--- config.mk ---
export PLATFORM = sky130hd
export DESIGN_NAME = uart_rx_core_flat
export DESIGN_NICKNAME = d
export VERILOG_FILES = /design/src/rtl/uart_rx_core_if.sv /design/src/rtl/uart_rx_core.sv /design/src/flat_wrapper.sv
export SDC_FILE = /design/constraint.sdc
export NUM_CORES = 1
export LEC_CHECK = 0
export ABC_AREA = 0
export BUFFER_PORTS_ARGS = -buffer_cell sky130_fd_sc_hd__buf_4
export CAP_MARGIN = 0
export CORE_ASPECT_RATIO = 1.5
export CORE_MARGIN = 2
export CORE_UTILIZATION = 34
export DETAILED_ROUTE_END_ITERATION = 8
export SYNTH_ARGS = -nofsm -noshare
export SYNTH_HDL_FRONTEND = slang
export SYNTH_SLANG_ARGS = --single-unit
--- constraint.sdc ---
create_clock -name clk -period 3.25 [get_ports clk]
set_clock_uncertainty 0.05 [all_clocks]
set_input_delay 0.4875 -clock clk [delete_from_list [all_inputs] [get_ports clk]]
set_output_delay 0.4875 -clock clk [all_outputs]
set_load 0.01 [all_outputs]
--- src/rtl/uart_rx_core_if.sv ---
// Receive-side output handshake of uart_rx_core.
// valid/ready: the producer raises valid_out together with data_out,
// parity_err and frame_err and holds all of them stable until a rising clk
// edge where valid_out && ready_in; the word transfers on that edge and
// valid_out may only fall after it.
interface uart_rx_core_if #(
  parameter int DATA_BITS = 8
);
  logic [DATA_BITS-1:0] data_out;
  logic                 valid_out;
  logic                 ready_in;
  logic                 parity_err;
  logic                 frame_err;

  modport master (
    output data_out,
    output valid_out,
    output parity_err,
    output frame_err,
    input  ready_in
  );

  modport slave (
    input  data_out,
    input  valid_out,
    input  parity_err,
    input  frame_err,
    output ready_in
  );
endinterface

--- src/rtl/uart_rx_core.sv ---
// Oversampling UART receiver: 2-flop line synchronizer, programmable tick
// generator, IDLE/START/DATA/PARITY/STOP frame FSM and a one-deep held
// output word with a sticky overrun flag.
module uart_rx_core #(
  parameter int DATA_BITS  = 8,
  parameter int OVERSAMPLE = 16,
  parameter int DIV_W      = 16
) (
  input  logic             clk,
  input  logic             reset,
  input  logic             rx_en,
  input  logic             rx_in,
  input  logic [DIV_W-1:0] baud_div,
  input  logic [1:0]       parity_mode,
  input  logic             stop2,
  output logic             overrun,
  output logic             busy,
  output logic [2:0]       state_dbg,
  uart_rx_core_if.master   out_if
);
  localparam int OS_W = $clog2(OVERSAMPLE);
  localparam int BC_W = $clog2(DATA_BITS + 1);
  localparam logic [OS_W-1:0] HALF_LAST = OS_W'(OVERSAMPLE / 2 - 1);
  localparam logic [OS_W-1:0] FULL_LAST = OS_W'(OVERSAMPLE - 1);
  localparam logic [BC_W-1:0] DATA_LAST = BC_W'(DATA_BITS - 1);

  typedef enum logic [2:0] {
    S_IDLE   = 3'd0,
    S_START  = 3'd1,
    S_DATA   = 3'd2,
    S_PARITY = 3'd3,
    S_STOP   = 3'd4
  } state_t;

  state_t               state_q, state_d;
  logic                 rx_meta_q, rx_sync_q;
  logic [DIV_W-1:0]     div_q, div_d, tick_cnt_q, tick_cnt_d;
  logic [OS_W-1:0]      os_cnt_q, os_cnt_d;
  logic [BC_W-1:0]      bit_cnt_q, bit_cnt_d;
  logic [DATA_BITS-1:0] shift_q, shift_d;
  logic [1:0]           pmode_q, pmode_d;
  logic                 stop2_q, stop2_d;
  logic                 par_err_q, par_err_d;
  logic                 stop_err_q, stop_err_d;
  logic [DATA_BITS-1:0] data_q, data_d;
  logic                 valid_q, valid_d;
  logic                 perr_q, perr_d;
  logic                 ferr_q, ferr_d;
  logic                 overrun_q, overrun_d;
  logic                 tick, sample, par_en, frame_done;

  // Sample points: half a bit into the start bit, then one full bit apart.
  assign tick       = (tick_cnt_q == div_q);
  assign sample     = (state_q != S_IDLE) && tick &&
                      (os_cnt_q == ((state_q == S_START) ? HALF_LAST : FULL_LAST));
  assign par_en     = (pmode_q == 2'b01) || (pmode_q == 2'b10);
  assign frame_done = rx_en && (state_q == S_STOP) && sample &&
                      (!stop2_q || (bit_cnt_q != '0));

  // Two-flop synchronizer for the asynchronous serial line, idle high.
  always_ff @(posedge clk or negedge reset) begin
    if (!reset) begin
      rx_meta_q <= 1'b1;
      rx_sync_q <= 1'b1;
    end else begin
      rx_meta_q <= rx_in;
      rx_sync_q <= rx_meta_q;
    end
  end

  // FSM state register.
  always_ff @(posedge clk or negedge reset) begin
    if (!reset) state_q <= S_IDLE;
    else        state_q <= state_d;
  end

  // FSM next state; dropping rx_en abandons any frame in progress.
  always_comb begin
    state_d = state_q;
    if (!rx_en) begin
      state_d = S_IDLE;
    end else begin
      case (state_q)
        S_IDLE:   if (!rx_sync_q) state_d = S_START;
        S_START:  if (sample) state_d = rx_sync_q ? S_IDLE : S_DATA;
        S_DATA:   if (sample && (bit_cnt_q == DATA_LAST)) state_d = par_en ? S_PARITY : S_STOP;
        S_PARITY: if (sample) state_d = S_STOP;
        S_STOP:   if (frame_done) state_d = S_IDLE;
        default:  state_d = S_IDLE;
      endcase
    end
  end

  // FSM outputs.
  always_comb begin
    busy      = (state_q != S_IDLE);
    state_dbg = state_q;
  end

  // Frame datapath: counters, shift register, per-frame error flags and
  // configuration latched as the FSM leaves IDLE.
  always_comb begin
    div_d      = div_q;
    pmode_d    = pmode_q;
    stop2_d    = stop2_q;
    tick_cnt_d = tick ? '0 : tick_cnt_q + DIV_W'(1);
    os_cnt_d   = sample ? '0 : (tick ? os_cnt_q + OS_W'(1) : os_cnt_q);
    bit_cnt_d  = bit_cnt_q;
    shift_d    = shift_q;
    par_err_d  = par_err_q;
    stop_err_d = stop_err_q;
    if (state_q == S_IDLE) begin
      tick_cnt_d = '0;
      os_cnt_d   = '0;
      bit_cnt_d  = '0;
      if (state_d == S_START) begin
        div_d      = baud_div;
        pmode_d    = parity_mode;
        stop2_d    = stop2;
        par_err_d  = 1'b0;
        stop_err_d = 1'b0;
      end
    end else if (sample) begin
      case (state_q)
        S_DATA: begin
          shift_d   = {rx_sync_q, shift_q[DATA_BITS-1:1]};
          bit_cnt_d = (bit_cnt_q == DATA_LAST) ? '0 : bit_cnt_q + BC_W'(1);
        end
        S_PARITY: begin
          par_err_d = (pmode_q == 2'b01) ? (^shift_q ^ rx_sync_q) : ~(^shift_q ^ rx_sync_q);
        end
        S_STOP: begin
          if (!rx_sync_q) stop_err_d = 1'b1;
          bit_cnt_d = bit_cnt_q + BC_W'(1);
        end
        default: ;
      endcase
    end
  end

  // Frame datapath registers.
  always_ff @(posedge clk or negedge reset) begin
    if (!reset) begin
      div_q      <= '0;
      pmode_q    <= 2'b00;
      stop2_q    <= 1'b0;
      tick_cnt_q <= '0;
      os_cnt_q   <= '0;
      bit_cnt_q  <= '0;
      shift_q    <= '0;
      par_err_q  <= 1'b0;
      stop_err_q <= 1'b0;
    end else begin
      div_q      <= div_d;
      pmode_q    <= pmode_d;
      stop2_q    <= stop2_d;
      tick_cnt_q <= tick_cnt_d;
      os_cnt_q   <= os_cnt_d;
      bit_cnt_q  <= bit_cnt_d;
      shift_q    <= shift_d;
      par_err_q  <= par_err_d;
      stop_err_q <= stop_err_d;
    end
  end

  // Held output word: a completed frame loads unless an unaccepted word is
  // still held, in which case it is dropped and overrun latches.
  always_comb begin
    data_d    = data_q;
    valid_d   = valid_q;
    perr_d    = perr_q;
    ferr_d    = ferr_q;
    overrun_d = overrun_q;
    if (valid_q && out_if.ready_in) valid_d = 1'b0;
    if (frame_done) begin
      if (valid_q && !out_if.ready_in) begin
        overrun_d = 1'b1;
      end else begin
        data_d  = shift_q;
        perr_d  = par_err_q;
        ferr_d  = stop_err_d;
        valid_d = 1'b1;
      end
    end
    if (!rx_en) overrun_d = 1'b0;
  end

  // Output registers.
  always_ff @(posedge clk or negedge reset) begin
    if (!reset) begin
      data_q    <= '0;
      valid_q   <= 1'b0;
      perr_q    <= 1'b0;
      ferr_q    <= 1'b0;
      overrun_q <= 1'b0;
    end else begin
      data_q    <= data_d;
      valid_q   <= valid_d;
      perr_q    <= perr_d;
      ferr_q    <= ferr_d;
      overrun_q <= overrun_d;
    end
  end

  assign out_if.data_out   = data_q;
  assign out_if.valid_out  = valid_q;
  assign out_if.parity_err = perr_q;
  assign out_if.frame_err  = ferr_q;
  assign overrun           = overrun_q;
endmodule

--- src/flat_wrapper.sv ---
// flat-port wrapper written by rule: the top's interface ports become plain ports
module uart_rx_core_flat 
#(
  parameter int DATA_BITS  = 8,
  parameter int OVERSAMPLE = 16,
  parameter int DIV_W      = 16
)
  (clk, reset, rx_en, rx_in, baud_div, parity_mode, stop2, overrun, busy, state_dbg, out_if_data_out, out_if_valid_out, out_if_parity_err, out_if_frame_err, out_if_ready_in);
  uart_rx_core_if #(.DATA_BITS(DATA_BITS)) out_if_i ();
  input  logic clk;
  input  logic reset;
  input  logic rx_en;
  input  logic rx_in;
  input  logic [DIV_W-1:0] baud_div;
  input  logic [1:0] parity_mode;
  input  logic stop2;
  output logic overrun;
  output logic busy;
  output logic [2:0] state_dbg;
  output wire logic [$bits(out_if_i.data_out)-1:0] out_if_data_out;
  output wire logic [$bits(out_if_i.valid_out)-1:0] out_if_valid_out;
  output wire logic [$bits(out_if_i.parity_err)-1:0] out_if_parity_err;
  output wire logic [$bits(out_if_i.frame_err)-1:0] out_if_frame_err;
  input wire logic [$bits(out_if_i.ready_in)-1:0] out_if_ready_in;
  assign out_if_data_out = out_if_i.data_out;
  assign out_if_valid_out = out_if_i.valid_out;
  assign out_if_parity_err = out_if_i.parity_err;
  assign out_if_frame_err = out_if_i.frame_err;
  assign out_if_i.ready_in = out_if_ready_in;
  uart_rx_core #(.DATA_BITS(DATA_BITS), .OVERSAMPLE(OVERSAMPLE), .DIV_W(DIV_W)) u_core (.clk(clk), .reset(reset), .rx_en(rx_en), .rx_in(rx_in), .baud_div(baud_div), .parity_mode(parity_mode), .stop2(stop2), .overrun(overrun), .busy(busy), .state_dbg(state_dbg), .out_if(out_if_i));
endmodule
==> results.md, run 1 <==
* Cell row count at 45
* Gr usage total at 0.1429
* Post-layout util at 0.4206
* First-pass GRT wire length at 11.96 mm
* Longest Clk Path Bufs at 2
* Hold buffers post-CTS at 0
* Worst Setup Start Kind: flip-flop
* CTS Buf Count at 9
* DR DRC count at 0
* P&R area growth vs syn at 22.11%
* Gr ovfl total at 0
* Antenna cells at 0
* Period utilization at 0.8301
* Via count at 2363
* CP endpoint kind: flip-flop
* # fillers at 981
* Met3 GRT Util at 0.02713
* I/O pins at 40
* RSZ-0062 raised after global routing: no
* Ratio of cells with drive above 1 in the final layout at 0.2305
* Vias per cell at 5.093
* Sequential area share after synthesis at 0.5082
* Largest net degree at the start of global routing at 71
* Post-synthesis cell area at 3452 um^2
* Post_cts resized at 0
* Ys async rst share at 1.000
* Die height at 127.4 um
* Core Area at 10020 um^2
* Worst slew margin at 0.4027
* Routability cong. at 0.8333
* Nets at 371
* Worst slack at placement at 0.5118 ns
* Flops & latches, synth at 70
* Number of synthesized flops with an enable pin at 0
* Clock Latency Late Sink at 0.34 ns
* Iter 0 DRT Violations at 108
* CTS tree: done
* CTS Sinks at 70
* Largest area contributor in the netlist: dfrtp_1
* CP max FO at 10
* Root Driver: clkbuf_16
* Critical path arrival at 2.87 ns
* GRT Max-Usage Layer: met2
* Yosys warns at 0
* Final wirelength at 7.197 mm
* Achievable frequency at 0.3707 GHz
* Cell with the most instances after synthesis: dfrtp_1
* Dominant synthesized flop cell: dfrtp_1
* Vias in the first global route at 2436
* # port buffers at 39
* Max-Cap Viols at 0
* Met2 Use GR at 0.2394
* WS Path Type: flip-flop to flip-flop
* Synthesized area per cell at 11.58 um^2
* Syn nets at 327
* Synth Instances at 298
* Unique masters post-synth at 53
* HP Class: primary input to async pin
* Die Wd at 86.27 um
* Min setup slack post-route at 0.5523 ns
* Setup TNS at 0 ns
* Starting Density at 0.3444
* Top cell type's share of synthesized area at 0.4929
* H-tree levels at 3
* Worst endpoint required time at 3.42 ns
* Post-CTS setup buffer count at 0
* Met1 usage at 0.1672
* Final Max Tran Viols at 0
* Hpwl dp at 5.251 mm
* Peak supply drop at 0.3686 mV
* Final setup violation count at 0
* Post-route ant nets at 0
* First drt pass iteration count at 4
* Synth area leaders: dfrtp_1 (49%), mux2_1 (8.8%), xor2_1 (5.6%)
* Worst Max-Slew Pin Slew at 0.8959 ns
* Status: completed
* Lkg Pwr at 1.954 nW
* Die ar. at 10990 um^2
* Power Density at 524.2 nW/um^2
* Top post-synthesis cells by count: dfrtp_1 (68), nor2_1 (31), mux2_1 (27), xor2_1 (22), xnor2_1 (16)
* Tmin final at 2.698 ns
* Hold Fails Final Rpt at 0
* Initial antenna violation count at 0
* Clock slew at reported path FFs at 0.06 ns
* DR WL/cell at 15.51 um
final timing paths:
check | cells past startpoint | slack (ns) | startpoint | to
worst max-delay path | 5 | 0.55 | u_core.tick_cnt_q[9] | u_core.out_if.data_out[7]
worst min-delay path | 1 | 0.21 | reset | u_core.stop2_q
worst max register to register | 5 | 0.55 | u_core.tick_cnt_q[9] | u_core.out_if.data_out[7]
worst min register to register | 0 | 0.30 | u_core.rx_meta_q | u_core.rx_sync_q
max in group asynchronous | 1 | 2.33 | reset | u_core.out_if.parity_err
min in group clk | 1 | 0.21 | rx_in | u_core.rx_meta_q
critical path, cell delays in order, from the launching register on:
cell,delay (ns)
dfrtp_1,0.45
xor2_1,0.18
nor4_2,0.41
nand4_2,0.24
or4b_1,0.86
mux2_4,0.40
sequential cells by signal, summed over array words and instances, names as in the netlist, 2 cells and up:
signal and count:
u_core.pmode_q 2, u_core.shift_q 8, u_core.bit_cnt_q 4, u_core.out_if.data_out 8
u_core.state_dbg 3, u_core.div_q 16, u_core.tick_cnt_q 16, u_core.os_cnt_q 4
metrics by stage:
step	hold WS [ns]	area, um^2	power [mW]	instances
3_3_place_gp	0.2982	3890	1.167	448
6_report	0.2071	4215	2.210	464
3_5_place_dp	0.2981	3890	1.171	448
5_1_grt	0.1972	4215	2.303	464
2_1_floorplan	0.1419	3452	1.085	298
4_1_cts	0.1985	4215	2.241	464
cell usage in the layout (no fill, tap or decap), drive strengths merged, types with 5 or more instances in the layout:
master	synthesis	routed
a21oi	5	5
buf	2	45
clkbuf	10	11
dfrtp	68	68
ha	5	5
inv	9	9
mux2	37	37
nand2	12	12
nand2b	5	5
nand3	8	8
nand4	5	5
nor2	31	31
nor3	6	6
nor4	7	7
o21ai	6	6
xnor2	16	16
xor2	22	22
where the power goes:
part           internal (mW)  total [mW]  switching [mW]
clock                  0.692        1.06           0.369
combinational         0.0906       0.188          0.0970
sequential             0.926       0.961          0.0351
total                   1.71        2.21           0.501
layer usage:
metal	vias to the layer above	share of wire	wire (um)
met2	57	0.52	3735
li1	1132	-	-
met3	18	0.043	310
met4	0	0.031	220
met1	1156	0.41	2930
met5	-	0	0
layout make-up:
cell class	instances	area, um^2	share of cell area
Sequential cell	70	1754	0.4161
Multi-Input combinational cell	207	1618	0.3838
Timing Repair Buffer	45	337.8	0.08014
Clock buffer	11	242.7	0.05758
Tap cell	117	146.4	0.03473
Clock inverter	5	82.58	0.01959
Inverter	9	33.78	0.008014
cell families after synthesis:
kind of cell | count (synthesis) | share of synthesized area
AOI/OAI and AO/OA | 30 | 0.06126
adders and majority gates | 5 | 0.01812
muxes | 38 | 0.1345
DFF | 70 | 0.5082
and+or+nand+nor | 95 | 0.1504
xor gates and xnor gates | 39 | 0.1029
buffers and inverters | 21 | 0.02464
Power figures use the tool's default switching activity.
==> run 2, diff against run 1 <==
clock period = 2.5 ns   (was 3.25 ns; I/O delays follow)
==> run 2 against run 1 <==
Combinational power increased by 32%. Worst setup slack worse by 0.40 ns. Sequential cell count did not move. Utilization grew 0.29 points. Global-route usage is 0.12 points higher. Sequential share of layout area fell by 0.28 points. Critical path depth rose by 1. Critical endpoint unchanged. Largest power group is now registers.
==> results.md, run 2 (same netlist as run 1, synthesis figures left out) <==
* Most frequent cells in the layout: dfrtp_1 (68), buf_4 (53), nor2_1 (31)
* Critical path arrival at 2.52 ns
* Status: completed
* Commonest non-fill, non-tap cell in the layout: dfrtp_1
* CP max FO at 10
* Vias in the first global route at 2553
* Power Density at 647.8 nW/um^2
* Worst Max-Slew Pin Slew at 0.8842 ns
* Max stage delay on crit path at 0.52 ns
* Crit path buffers/inverters at 1
* Initial antenna violation count at 0
* Slowest-stage cell, CP: or4b_1
* P&R area growth vs syn at 22.94%
* Core Area at 10020 um^2
* Sequential Power Share at 0.456
* Int Power at 2.115 mW
* RSZ-0062 raised after global routing: no
* Lkg Pwr at 1.991 nW
* Tmin final at 2.352 ns
* Worst Setup Start Kind: flip-flop
* Root Driver: clkbuf_16
* Clock power frac at 0.454
* Placed cell areas at 3943 um^2
* Iter 0 DRT Violations at 203
* Antenna cells at 0
* Period utilization at 0.9408
* Clock Latency Late Sink at 0.33 ns
* CP top delay family: simple AND/OR/NAND/NOR gates
* CP Cell Sequence: xor2_1 > nor4_2 > nand4_2 > or4b_1 > buf_4 > mux2_4
* Cell row count at 45
* Gr ovfl total at 0
* Top Registers: u_core.div_q: 16 flops, u_core.tick_cnt_q: 16 flops
* Final Max Tran Viols at 0
* Final wirelength at 7.272 mm
* Final setup violation count at 0
* Starting Density at 0.3444
* Largest net degree at the start of global routing at 71
* Hpwl dp at 5.132 mm
* Clock slew at reported path FFs at 0.06 ns
* Ratio of cells with drive above 1 in the final layout at 0.2486
* First-pass GRT wire length at 12.19 mm
* H-tree levels at 3
* CTS Buf Count at 9
* Nets at 379
* Vias per cell at 5.151
* Worst endpoint required time at 2.67 ns
* Peak supply drop at 0.4271 mV
* Die height at 127.4 um
* Via count at 2426
* Register area at 1754 um^2
* Sw Ratio at 0.2307
* CP endpoint kind: flip-flop
* Worst slew margin at 0.4105
* Setup TNS at 0 ns
* Final Power at 2.749 mW
* I/O pins at 40
* Gr usage total at 0.1441
* Psw at 634.2 uW
* Max-Cap Viols at 0
* WS Path Type: flip-flop to flip-flop
* Die ar. at 10990 um^2
* First drt pass iteration count at 4
* # fillers at 966
* Hold Fails Final Rpt at 0
* Post-route ant nets at 0
* DR DRC count at 0
* # port buffers at 39
* Longest Clk Path Bufs at 2
* DR WL/cell at 15.44 um
* Multi-input combinational cell area at 1622 um^2
* Die Wd at 86.27 um
* Achievable frequency at 0.4252 GHz
* CTS Sinks at 70
* Design area at 4244 um^2
* Logic pwr share at 0.090
* CTS tree: done
* HP Class: primary input to async pin
* Routability cong. at 0.8036
run 2: cell types whose count changed in the layout (fill, tap and decap cells not counted), sizes merged:
cell / previous run / this run
buf: 45 / 53
clkinv: 0 / 2
clkinvlp: 3 / 1
bufinv: 2 / 1
run 2: timing repair:
action                     4_1_cts  5_1_grt
setup endpoints to repair        0       18
setup buffers                    0        1
hold buffers                     0        0
resized for setup                0        1
run 2: power by group through the flow:
| stage | Combinational (mW) | Sequential [mW] | Clock [mW] |
|---|---|---|---|
| after floorplan | 0.153 | 1.26 | 0 |
| after global placement | 0.247 | 1.27 | 0 |
| after detailed placement | 0.252 | 1.27 | 0 |
| after CTS | 0.253 | 1.25 | 1.28 |
| after global routing | 0.280 | 1.26 | 1.33 |
| final | 0.248 | 1.25 | 1.25 |
run 2: layout make-up:
class / count / share of cell area
Clock buffer: 11 / 0.05719
Clock inverter: 4 / 0.01120
Inverter: 9 / 0.007960
Multi-Input combinational cell: 207 / 0.3821
Sequential cell: 70 / 0.4133
Tap cell: 117 / 0.03449
Timing Repair Buffer: 53 / 0.09375
run 2: final timing paths:
kind | cells past startpoint | startpoint | slack, ns | end
max | 6 | u_core.tick_cnt_q[10] | 0.15 | u_core.out_if.data_out[7]
min | 1 | reset | 0.10 | u_core.bit_cnt_q[0]
max reg2reg | 6 | u_core.tick_cnt_q[10] | 0.15 | u_core.out_if.data_out[7]
min reg2reg | 0 | u_core.rx_meta_q | 0.30 | u_core.rx_sync_q
max in group asynchronous | 1 | reset | 1.70 | u_core.div_q[2]
min in group clk | 1 | rx_in | 0.10 | u_core.rx_meta_q
run 2: routing by layer:
layer | vias to the layer above | wire length, um | track usage
met2 | 69 | 3816 | 0.2458
li1 | 1156 | - | -
met1 | 1183 | 2973 | 0.1643
met5 | - | 0 | 0
met3 | 18 | 324 | 0.03488
met4 | 0 | 157 | 0.07721
run 2: through the flow:
stage	hold WS, ns	instances	setup slack [ns]	util
CTS	0.09058	470	0.07217	0.4223
global route	0.09410	471	0.02163	0.4235
floorplan	0.02941	298	0.2201	-
global placement	0.2990	455	0.1114	0.3934
finish	0.1019	471	0.1480	0.4235
detailed placement	0.2970	455	0.08523	0.3934
==> run 3, diff against run 2 <==
==> constraint.sdc (replaced) <==
create_clock -name clk -period 2.5 [get_ports clk]
set_clock_uncertainty 0.05 [all_clocks]
set_input_delay 0.5 -clock clk [delete_from_list [all_inputs] [get_ports clk]]
set_output_delay 0.5 -clock clk [all_outputs]
set_load 0.01 [all_outputs]
==> run 3 against run 2 <==
Fmax rose by 0.56%. Clock power is essentially flat. Global-route usage is 0.14 points higher. Worst setup slack better by 0.013 ns. Hold slack improved by 0.13 ns. Clock-buffer cell count unchanged. Final area unchanged. Sequential share of layout area unchanged. Utilization unchanged. Critical path type unchanged. Critical endpoint is now u_core.out_if.data_out[0]. Largest power group is now the clock network.
==> results.md, run 3 (same netlist as run 1, synthesis figures left out) <==
* Cell row count at 45
* RR Endpoint: u_core.out_if.data_out[0]
* Clock Latency Late Sink at 0.33 ns
* Period utilization at 0.9355
* Core Area at 10020 um^2
* CP max FO at 10
* Int Power at 2.115 mW
* P&R area growth vs syn at 22.94%
* Worst slack at placement at 0.08620 ns
* Largest net degree at the start of global routing at 71
* Final Max Tran Viols at 0
* CTS Buf Count at 9
* Vias in the first global route at 2487
* CTS tree: done
* Achievable frequency at 0.4276 GHz
* Hpwl dp at 5.261 mm
* Worst Setup Start Kind: flip-flop
* Worst endpoint required time at 2.67 ns
* Sw Ratio at 0.2336
* Status: completed
* Top Registers: u_core.div_q: 16 flops, u_core.tick_cnt_q: 16 flops
* # port buffers at 39
* Via count at 2410
* CP startpoint: u_core.tick_cnt_q[12]
* DR WL/cell at 15.61 um
* RR Startpoint: u_core.tick_cnt_q[12]
* RSZ-0062 raised after global routing: no
* Ratio of cells with drive above 1 in the final layout at 0.2486
* Clock slew at reported path FFs at 0.05 ns
* Final setup violation count at 0
* DR DRC count at 0
* Die height at 127.4 um
* Sequential Power Share at 0.454
* Gr usage total at 0.1454
* Critical path arrival at 2.50 ns
* First-pass GRT wire length at 12.23 mm
* Routability cong. at 0.8069
* Starting Density at 0.3444
* Critical path destination: u_core.out_if.data_out[0]
* Die ar. at 10990 um^2
* Initial antenna violation count at 0
* WS Path Type: flip-flop to flip-flop
* Final wirelength at 7.354 mm
* Vias per cell at 5.117
* Most frequent cells in the layout: dfrtp_1 (68), buf_4 (53), nor2_1 (31)
* Iter 0 DRT Violations at 191
* First drt pass iteration count at 4
* H-tree levels at 3
* Psw at 644.6 uW
* Die Wd at 86.27 um
* Gr ovfl total at 0
* CP endpoint kind: flip-flop
* CTS Sinks at 70
* Depth of the most critical reg-to-reg path at 6
* Post-CTS setup buffer count at 0
* Commonest non-fill, non-tap cell in the layout: dfrtp_1
* Hold Fails Final Rpt at 0
* Worst Max-Slew Pin Slew at 0.8897 ns
* Nets at 379
* HP Class: primary input to flip-flop
* Clock power frac at 0.456
* Reg2Reg Setup Slack at 0.16 ns
* Post-route ant nets at 0
* Power Density at 650.3 nW/um^2
* Min setup slack post-route at 0.1612 ns
* Setup TNS at 0 ns
* Lkg Pwr at 1.990 nW
* Max-Cap Viols at 0
* I/O pins at 40
* Antenna cells at 0
* Longest Clk Path Bufs at 2
* Root Driver: clkbuf_16
* Worst slew margin at 0.4069
* Tmin final at 2.339 ns
* Logic pwr share at 0.090
* Worst Hold Depth at 1
* Peak supply drop at 0.4133 mV
==> run 3: cell counts in the layout (fill, tap and decap cells not counted) <==
No cell type changed its count.
==> run 3: power by group through the flow <==
stage	logic (mW)	registers [mW]	clock network, mW
after CTS	0.257	1.25	1.29
after floorplan	0.153	1.26	0
after global placement	0.250	1.27	0
final	0.248	1.25	1.26
after global routing	0.280	1.26	1.34
after detailed placement	0.255	1.27	0
==> run 3: worst min-delay path by stage <==
stage | to | slack, ns | start
3_5_place_dp | u_core.rx_sync_q | 0.30 | u_core.rx_meta_q
5_1_grt | u_core.rx_meta_q | 0.22 | rx_in
2_1_floorplan | u_core.bit_cnt_q[0] | 0.15 | reset
3_3_place_gp | u_core.rx_sync_q | 0.30 | u_core.rx_meta_q
4_1_cts | u_core.rx_meta_q | 0.22 | rx_in
6_report | u_core.rx_meta_q | 0.23 | rx_in
==> run 3: final cells by class <==
| type | count | area, um^2 |
|---|---|---|
| well taps | 117 | 146.4 |
| inverters | 9 | 33.78 |
| clock buffers | 11 | 242.7 |
| clock inverters | 4 | 47.55 |
| repair buffers | 53 | 397.9 |
| flip-flops and latches | 70 | 1754 |
| multi-input cells | 207 | 1622 |
| fillers | 958 | 5778 |
==> run 3: critical path, cell delays in order (launching register included) <==
cell and delay [ns]:
dfrtp_1 0.41, xor2_1 0.16, nor4_2 0.37, nand4_2 0.19
or4b_1 0.52, buf_4 0.21, mux2_4 0.31
==> run 3: metrics by stage <==
stage	power, mW	cell area [um^2]	hold slack (ns)	cells	utilization
6_report	2.760	4244	0.2278	471	0.4235
5_1_grt	2.885	4244	0.2155	471	0.4235
4_1_cts	2.806	4240	0.2160	471	0.4231
3_5_place_dp	1.529	3950	0.2998	456	0.3941
3_3_place_gp	1.521	3950	0.2995	456	0.3941
2_1_floorplan	1.411	3452	0.1544	298	-
==> run 3: layer usage <==
metal / global-route usage / share of wire / up-vias / wire length (um)
met3: 0.04651 / 0.050 / 10 / 366
met2: 0.2476 / 0.53 / 63 / 3896
li1: - / - / 1154 / -
met4: 0.05331 / 0.016 / 0 / 121
met5: 0 / 0 / - / 0
met1: 0.1701 / 0.40 / 1183 / 2970
==> run 3: what timing repair did <==
action | in CTS | in global routing
resized for setup | 0 | 1
endpoints found under the setup margin | 0 | 8
hold buffers | 0 | 0
